[config.mk]
export PLATFORM = sky130hd
export DESIGN_NAME = string_char_streamer
export DESIGN_NICKNAME = d
export VERILOG_FILES = /design/src/rtl/string_char_streamer.sv
export SDC_FILE = /design/constraint.sdc
export NUM_CORES = 1
export LEC_CHECK = 0
export ABC_AREA = 0
export CAP_MARGIN = 20
export CORE_MARGIN = 2
export CORE_UTILIZATION = 40
export CTS_BUF_LIST = sky130_fd_sc_hd__clkbuf_16
export DETAILED_ROUTE_END_ITERATION = 16
export GPL_ROUTABILITY_DRIVEN = 0
export GPL_TIMING_DRIVEN = 1
export PLACE_DENSITY = 0.8
export SETUP_SLACK_MARGIN = 0.15
export SLEW_MARGIN = 5
export SYNTH_ARGS = -nofsm -noshare
export SYNTH_HDL_FRONTEND = slang
export SYNTH_SLANG_ARGS = --single-unit
[constraint.sdc]
create_clock -name clk -period 2.1 [get_ports clk]
set_input_delay 0.21 -clock clk [delete_from_list [all_inputs] [get_ports clk]]
set_output_delay 0.21 -clock clk [all_outputs]
set_load 0.01 [all_outputs]
[src/rtl/string_char_streamer.sv]
// Reads one packed string from the string ROM and streams its characters, leftmost
// first, over a valid/ready handshake with column index and last-character flag.
module string_char_streamer #(
    parameter int unsigned STRING_NUM    = 13,
    parameter int unsigned MAX_CHAR      = 11,
    parameter int unsigned CHAR_WIDTH    = 5,
    parameter int unsigned BLANK_CODE    = 31,
    parameter int unsigned ROM_LATENCY   = 1,
    parameter bit          TRIM_TRAILING = 1'b1,
    localparam int unsigned AW = $clog2(STRING_NUM + 1),
    localparam int unsigned CW = $clog2(MAX_CHAR),
    localparam int unsigned DW = CHAR_WIDTH * MAX_CHAR
) (
    input  logic                  clk,
    input  logic                  rst,
    input  logic                  req_valid,
    output logic                  req_ready,
    input  logic [AW-1:0]         req_addr,
    output logic [AW-1:0]         rom_addr,
    input  logic [DW-1:0]         rom_data,
    output logic                  char_valid,
    input  logic                  char_ready,
    output logic [CHAR_WIDTH-1:0] char_code,
    output logic [CW-1:0]         char_col,
    output logic                  char_last,
    output logic                  done,
    output logic                  err
);

    typedef enum logic [1:0] {StIdle, StFetch, StStream} state_e;

    state_e          state_q, state_d;
    logic [AW-1:0]   rom_addr_q, rom_addr_d;
    logic [1:0]      lat_q, lat_d;
    logic [DW-1:0]   data_q, data_d;
    logic [CW-1:0]   col_q, col_d;
    logic [CW-1:0]   last_q, last_d;
    logic            done_q, done_d;
    logic            err_q, err_d;

    logic [CW-1:0]   scan_last;
    logic            scan_any;
    logic            handshake;

    // Rightmost non-blank column of the word arriving from the ROM.
    always_comb begin
        scan_last = '0;
        scan_any  = 1'b0;
        for (int unsigned i = 0; i < MAX_CHAR; i++) begin
            if (rom_data[(MAX_CHAR-1-i)*CHAR_WIDTH +: CHAR_WIDTH] !=
                CHAR_WIDTH'(BLANK_CODE)) begin
                scan_any  = 1'b1;
                scan_last = CW'(i);
            end
        end
    end

    assign char_valid = (state_q == StStream);
    assign handshake  = char_valid & char_ready;

    always_comb begin
        state_d    = state_q;
        rom_addr_d = rom_addr_q;
        lat_d      = lat_q;
        data_d     = data_q;
        col_d      = col_q;
        last_d     = last_q;
        done_d     = 1'b0;
        err_d      = 1'b0;
        unique case (state_q)
            StIdle: begin
                if (req_valid) begin
                    rom_addr_d = req_addr;
                    if (req_addr >= AW'(STRING_NUM)) begin
                        done_d = 1'b1;
                        err_d  = 1'b1;
                    end else begin
                        lat_d   = '0;
                        state_d = StFetch;
                    end
                end
            end
            StFetch: begin
                if (lat_q == 2'(ROM_LATENCY)) begin
                    data_d = rom_data;
                    col_d  = '0;
                    if (TRIM_TRAILING && !scan_any) begin
                        done_d  = 1'b1;
                        state_d = StIdle;
                    end else begin
                        last_d  = TRIM_TRAILING ? scan_last : CW'(MAX_CHAR - 1);
                        state_d = StStream;
                    end
                end else begin
                    lat_d = lat_q + 2'd1;
                end
            end
            StStream: begin
                if (handshake) begin
                    if (col_q == last_q) begin
                        done_d  = 1'b1;
                        state_d = StIdle;
                    end else begin
                        col_d  = col_q + CW'(1);
                        data_d = data_q << CHAR_WIDTH;
                    end
                end
            end
            default: state_d = StIdle;
        endcase
    end

    always_ff @(posedge clk or posedge rst) begin
        if (rst) begin
            state_q    <= StIdle;
            rom_addr_q <= '0;
            lat_q      <= '0;
            data_q     <= '0;
            col_q      <= '0;
            last_q     <= '0;
            done_q     <= 1'b0;
            err_q      <= 1'b0;
        end else begin
            state_q    <= state_d;
            rom_addr_q <= rom_addr_d;
            lat_q      <= lat_d;
            data_q     <= data_d;
            col_q      <= col_d;
            last_q     <= last_d;
            done_q     <= done_d;
            err_q      <= err_d;
        end
    end

    // Held low while rst is asserted so every output reads zero during reset.
    assign req_ready = (state_q == StIdle) & ~rst;
    assign rom_addr  = rom_addr_q;
    assign char_code = char_valid ? data_q[DW-1 -: CHAR_WIDTH] : '0;
    assign char_col  = col_q;
    assign char_last = char_valid & (col_q == last_q);
    assign done      = done_q;
    assign err       = err_q;

endmodule
* After elaboration in Yosys (flattened, before gate mapping)
Index checks and enable logic that the tools add are counted.
** Storage, ports and cells
- Output and inout port bits :: 18
- Register bits :: 73
** Operators by class
- Equal/unequal tests :: 22
- Muxes and demuxes :: 49
- Order comparisons :: 1
- Add/sub/neg operators :: 2
- Bitwise operators :: 4
- Reduce and logical (&&, ||, !) cells :: 8
** Operator list (number)
- 55-bit two-way mux :: 3
- 55-bit case mux with 2 select lines :: 1
- 5-bit inequality test, second input constant :: 11
- 4-bit two-way mux :: 11
- 2-bit two-way mux :: 10
- 1-bit two-way mux :: 19
- 2-bit inequality test, second input constant :: 5
- 4-bit case mux with 2 select lines :: 1
- 4-bit AND reduction :: 2
- 2-bit case mux with 3 select lines :: 1
- 5-bit two-way mux :: 1
- 5-bit AND reduction :: 1
- 4-bit by 1-bit adder with 4-bit output, second input constant :: 1
- 2-bit by 1-bit == test with 1-bit output, second input constant :: 2
- 4-bit == test :: 1
- 4-bit greater-or-equal comparator, second input constant :: 1
- 2-bit by 1-bit inequality test with 1-bit output, second input constant :: 2
- 2-bit case mux with 2 select lines :: 1
- 2-bit nonzero test :: 2
- 1-bit bitwise AND :: 3
- 1-bit case mux with 3 select lines :: 1
- 3-bit AND reduction :: 1
- 2-bit by 1-bit adder with 2-bit output, second input constant :: 1
- 2-bit == test, second input constant :: 1
- other kinds (3) :: 3

* Longest topological paths before layout
- Depth after elaboration :: 15
- Gate-level depth with buffers :: 9

* Worst setup path after synthesis
OpenSTA, ideal clock, no wires.
- Path kind :: register -> register
- From :: register col_q[0] (netlist: char_col[0])
- To :: register data_q[13]
- Path slack :: 338 ps
- Cell stages (with the launch flop) :: 9
- Data required time :: 1970 ps
- Path buffers :: 3
- Data arrival time :: 1632 ps
- Cell sequence :: dfrtp_1 > clkbuf_2 > xnor2_1 > a41oi_2 > o22a_1 > buf_2 > buf_2 > nor2_1 > a31oi_1
** On the way
- Cells in the longest elaborated chain, start to end :: 3
** RTL lines
- from (decl) :: line 36 : logic [CW-1:0] col_q, col_d;
- from (signal assigned) :: line 128 : col_q <= col_d;
- 4-bit == test :: line 100 : if (col_q == last_q) begin
- 2-bit inequality test (no line)
- 4-bit AND reduction (no line)
- to (signal assigned) :: line 127 : data_q <= data_d;
- to (decl) :: line 35 : logic [DW-1:0] data_q, data_d;
No other way between the ends.
A chain may end at the register's enable or synchronous reset.

* Worst setup path in the final report
- From :: register col_q[0] (netlist: char_col[0])
- To :: output char_last
** On the way
- Cells in the longest elaborated chain, start to end :: 2
** RTL lines
- 4-bit == test :: line 140 : assign char_last = char_valid & (col_q == last_q);
- 1-bit bitwise AND :: line 140
- to (decl) :: line 25 : output logic char_last,
No other way between the ends.

==> summary by stage <==
Global routing
The via count of the first global-routing pass is 3275. The total overflow reported by the global router is 0. The initial antenna violation count is 0.

The pin count of the biggest net entering global routing is 74. Across every metal layer, demand over resource in global routing totals 19.9%. The first-pass GRT wire length is 15.3 mm.

Flow run
Max-cap violations in this run came to 0.

Finish
The top cell types in the final layout, fill and taps aside, are 115 x sky130_fd_sc_hd__nand2_1, 74 x sky130_fd_sc_hd__clkdlybuf4s50_1, 71 x sky130_fd_sc_hd__dfrtp_1, 62 x sky130_fd_sc_hd__nor2_1, 50 x sky130_fd_sc_hd__a31oi_1. In the final layout, the share of cells above drive strength 1 is 10.6%. The post-route core utilization is 56.4%. The commonest non-fill, non-tap cell in the layout is sky130_fd_sc_hd__nand2_1.

The area overhead of the layout relative to synthesis is 38.4%. The post-layout net count is 559. The repair_antennas step left the layout with diodes totalling 0.

Detailed routing
The post-route antenna net violation count is 0. In the routed design, unresolved DRC markers number 0. The met1 layer wirelength in the final routing is 3.74 mm. For this run, the detailed router's first-pass iteration total came to 4. For this block, the via count after detailed routing is 3206. In the routed layout, each cell is associated on average with a via count of 5.28.

In this run, the number of DRC markers left after iteration 0 of detailed routing was 137. Detailed routing placed a total of 4.66 mm of wire on met2. The final layout contains routed wiring with a total length of 9.00 mm.

The highest layer touched by signal routing is met4. Summed over all nets, wire length on met3 after detailed routing comes to 445 microns. The routed wirelength normalized by instance count is 14.8 microns.

Timing
The worst path uses 88.6% of the clock period. The worst setup margin is 0.238 ns. Setup repair after global routing left no endpoint under its margin.

The final count of hold timing violations was 0. Setup violations remaining at the end of the flow were counted as 0. The worst path in the final design needs a cycle of 1.86 ns, including I/O delays and setup. The worst-margin pin slew is 0.551 ns.

The worst clock skew is 0.00584 ns. Measured against its own limit, the worst slew margin works out to 62.7%. The final count of pins violating max slew is 0. For this run, the top clock speed supported by timing is 537 MHz.

Clock network
The count of H-tree levels built during CTS is 3. The post-CTS setup-driven buffer insertion count is 0. The number of buffers created by CTS is 9. The maximum number of buffers from clock root to sink is 2. Clock tree synthesis found a total of 73 sinks. The clock transition time at the flip-flop clock pins of the worst setup and hold paths is 0.06 ns.

Clock latency on the worst-skew pair, taken at its later pin, is 0.33 ns. The master cell of the clock root buffer is sky130_fd_sc_hd__clkbuf_16. TritonCTS built the clock tree.

Die
The core region is 8640 sq um. The vertical extent of the die is 97.8 microns. 81 I/O pins were placed. The floorplan step defined a die boundary enclosing 9570 sq um. After floorplanning, the core was divided into 34 placement rows. The width of the chip is 97.8 microns.

Once the floorplan was initialized, standard cells occupied 40.8% of the core.

Setup path
Traced cell by cell, the critical path runs through xnor2_2 -> nand4_1 -> nor2_1 -> dlygate4sd2_1. The critical path arrival is 1.65 ns. In this run the worst path has a maximum fanout of 8. Together, buffers and inverters on the worst path number 1. In this design, the stage delay of the slowest critical-path cell is 0.47 ns. On the critical path, the stage with the largest delay is an instance of sky130_fd_sc_hd__dfrtp_2. The critical setup path kind is reg2out. The required time at the worst-slack endpoint is 1.89 ns. The critical path startpoint category is a flip-flop.

The number of cells on the critical path is 4. The minimum setup slack among reg-to-reg paths is 0.28 ns. The worst register-to-register path has a depth of 5. On the critical path the largest part of the delay comes from flip-flops. The element type at the critical path end is a primary output.

Worst hold path
The worst min-delay path category is in2async.

Synthesis
The proportion of register bits with asynchronous set or reset after synthesis is 100%. The synthesized design contains 0 enable-type register cells. The number of instances in the synthesized netlist is 409. For this run, the number of Yosys warnings is 0. The number of different library cells used by synthesis comes to 38. Averaged over all synthesized cells, the footprint is 8.61 sq um. The number of nets in the synthesized netlist is 474. Counting flops and latches in the post-synthesis netlist gives 73. The sequential element share of the synthesized area is 51.9%. The top flip-flop cell by instance count after synthesis is sky130_fd_sc_hd__dfrtp_1. The synthesized netlist occupies a cell area of 3520 sq um.

Power
The cell area power density is 1320 nW/um^2. The leakage power summed over all cells is 0.00215 uW. VDD sags by at most 0.518 mV.

Outcome
The run finished with clean final reports.

Placement
The placement-stage worst setup slack is -0.195 ns. Detailed placement finished with a half-perimeter wire length of 6.31 mm. The count of input and output buffers is 80.
## area by class of cell
| class | instances | area (sq um) |
|---|---|---|
| clock buffer | 9 | 225 |
| clock inverter | 7 | 61.3 |
| fill | 761 | 3760 |
| inverter | 7 | 32.5 |
| multi-input combinational | 304 | 1610 |
| sequential | 73 | 1830 |
| tap | 108 | 135 |
| timing repair buffer | 99 | 985 |
## registers in the layout, indices dropped and copies added (netlist names)
| name | count |
|---|---|
| last_q | 4 |
| done | 1 |
| char_col | 4 |
| state_q | 2 |
| lat_q | 2 |
| err | 1 |
| data_q | 55 |
| rom_addr | 4 |
## synthesized netlist by cell type (all sizes together), types with 2 or more instances
cell type | instances | area (sq um)
nand2 | 115 | 432
dfrtp | 73 | 1830
nor2 | 62 | 233
a31oi | 50 | 313
clkbuf | 13 | 50.0
buf | 12 | 57.6
nand3 | 11 | 55.1
and3 | 8 | 50.1
inv | 7 | 26.3
and2 | 6 | 37.5
a22o | 5 | 43.8
mux2 | 5 | 56.3
a21oi | 4 | 20.0
xnor2 | 4 | 35.0
nand2b | 3 | 18.8
nand4 | 3 | 18.8
o31ai | 3 | 36.3
xor2 | 3 | 26.3
ha | 2 | 25.0
nor3 | 2 | 10.0
o21ai | 2 | 10.0
o21bai | 2 | 15.0
o22ai | 2 | 12.5
## worst register-to-register path, cell delays in order (launching register included)
cell                       delay, ns
sky130_fd_sc_hd__dfrtp_1        0.48
sky130_fd_sc_hd__nand2b_1       0.28
sky130_fd_sc_hd__nor2_1         0.10
sky130_fd_sc_hd__buf_4          0.20
sky130_fd_sc_hd__o22ai_1        0.47
sky130_fd_sc_hd__a22o_1         0.24
## kinds of logic after synthesis
kind of cell               Yosys count  share of synthesized area [%]
buffers and inverters               32                           3.80
adders and majority gates            2                          0.710
AOI/OAI and AO/OA                   74                           14.5
DFF                                 73                           51.9
xor gates and xnor gates             7                           1.74
muxes                                5                           1.60
and+or+nand+nor                    216                           25.8
## what timing repair did
item,4_1_cts,5_1_grt
gates cloned,0,0
pin swaps,1,2
hold buffers,0,0
gates resized for setup,9,8
hold endpoints to repair,0,0
endpoints found under the setup margin,10,9
## power breakdown
group          switching (uW)  leakage [uW]  internal, uW
Sequential                418      0.000847          2070
Combinational            1340       0.00116          1140
Clock                     580      0.000144           906
Total                    2340       0.00215          4110
## routing by layer
layer | track usage (%) | up-vias
li1 | - | 1570
met1 | 24.7 | 1542
met2 | 33.6 | 84
met3 | 4.87 | 10
met4 | 7.37 | 0
met5 | 0 | -
## final timing paths
path                               from           to
min in group clk           rom_data[18]   data_q[18]
max reg2reg                  state_q[1]    data_q[3]
min reg2reg                   data_q[0]    data_q[0]
max                         char_col[0]    char_last
max in group asynchronous           rst    data_q[1]
min                                 rst  char_col[2]
## metrics by stage
stage	total power, uW	TNS (ns)	std cells	instance area (sq um)	hold slack [ns]
floorplan	4060	0	409	3530	0.350
global placement	4780	-0.699	591	4540	0.462
detailed placement	4910	-0.908	591	4540	0.477
CTS	6440	0	607	4840	0.401
global route	6940	0	607	4870	0.405
finish	6450	0	607	4870	0.361
Note: power is estimated with default switching activity, not from simulation.
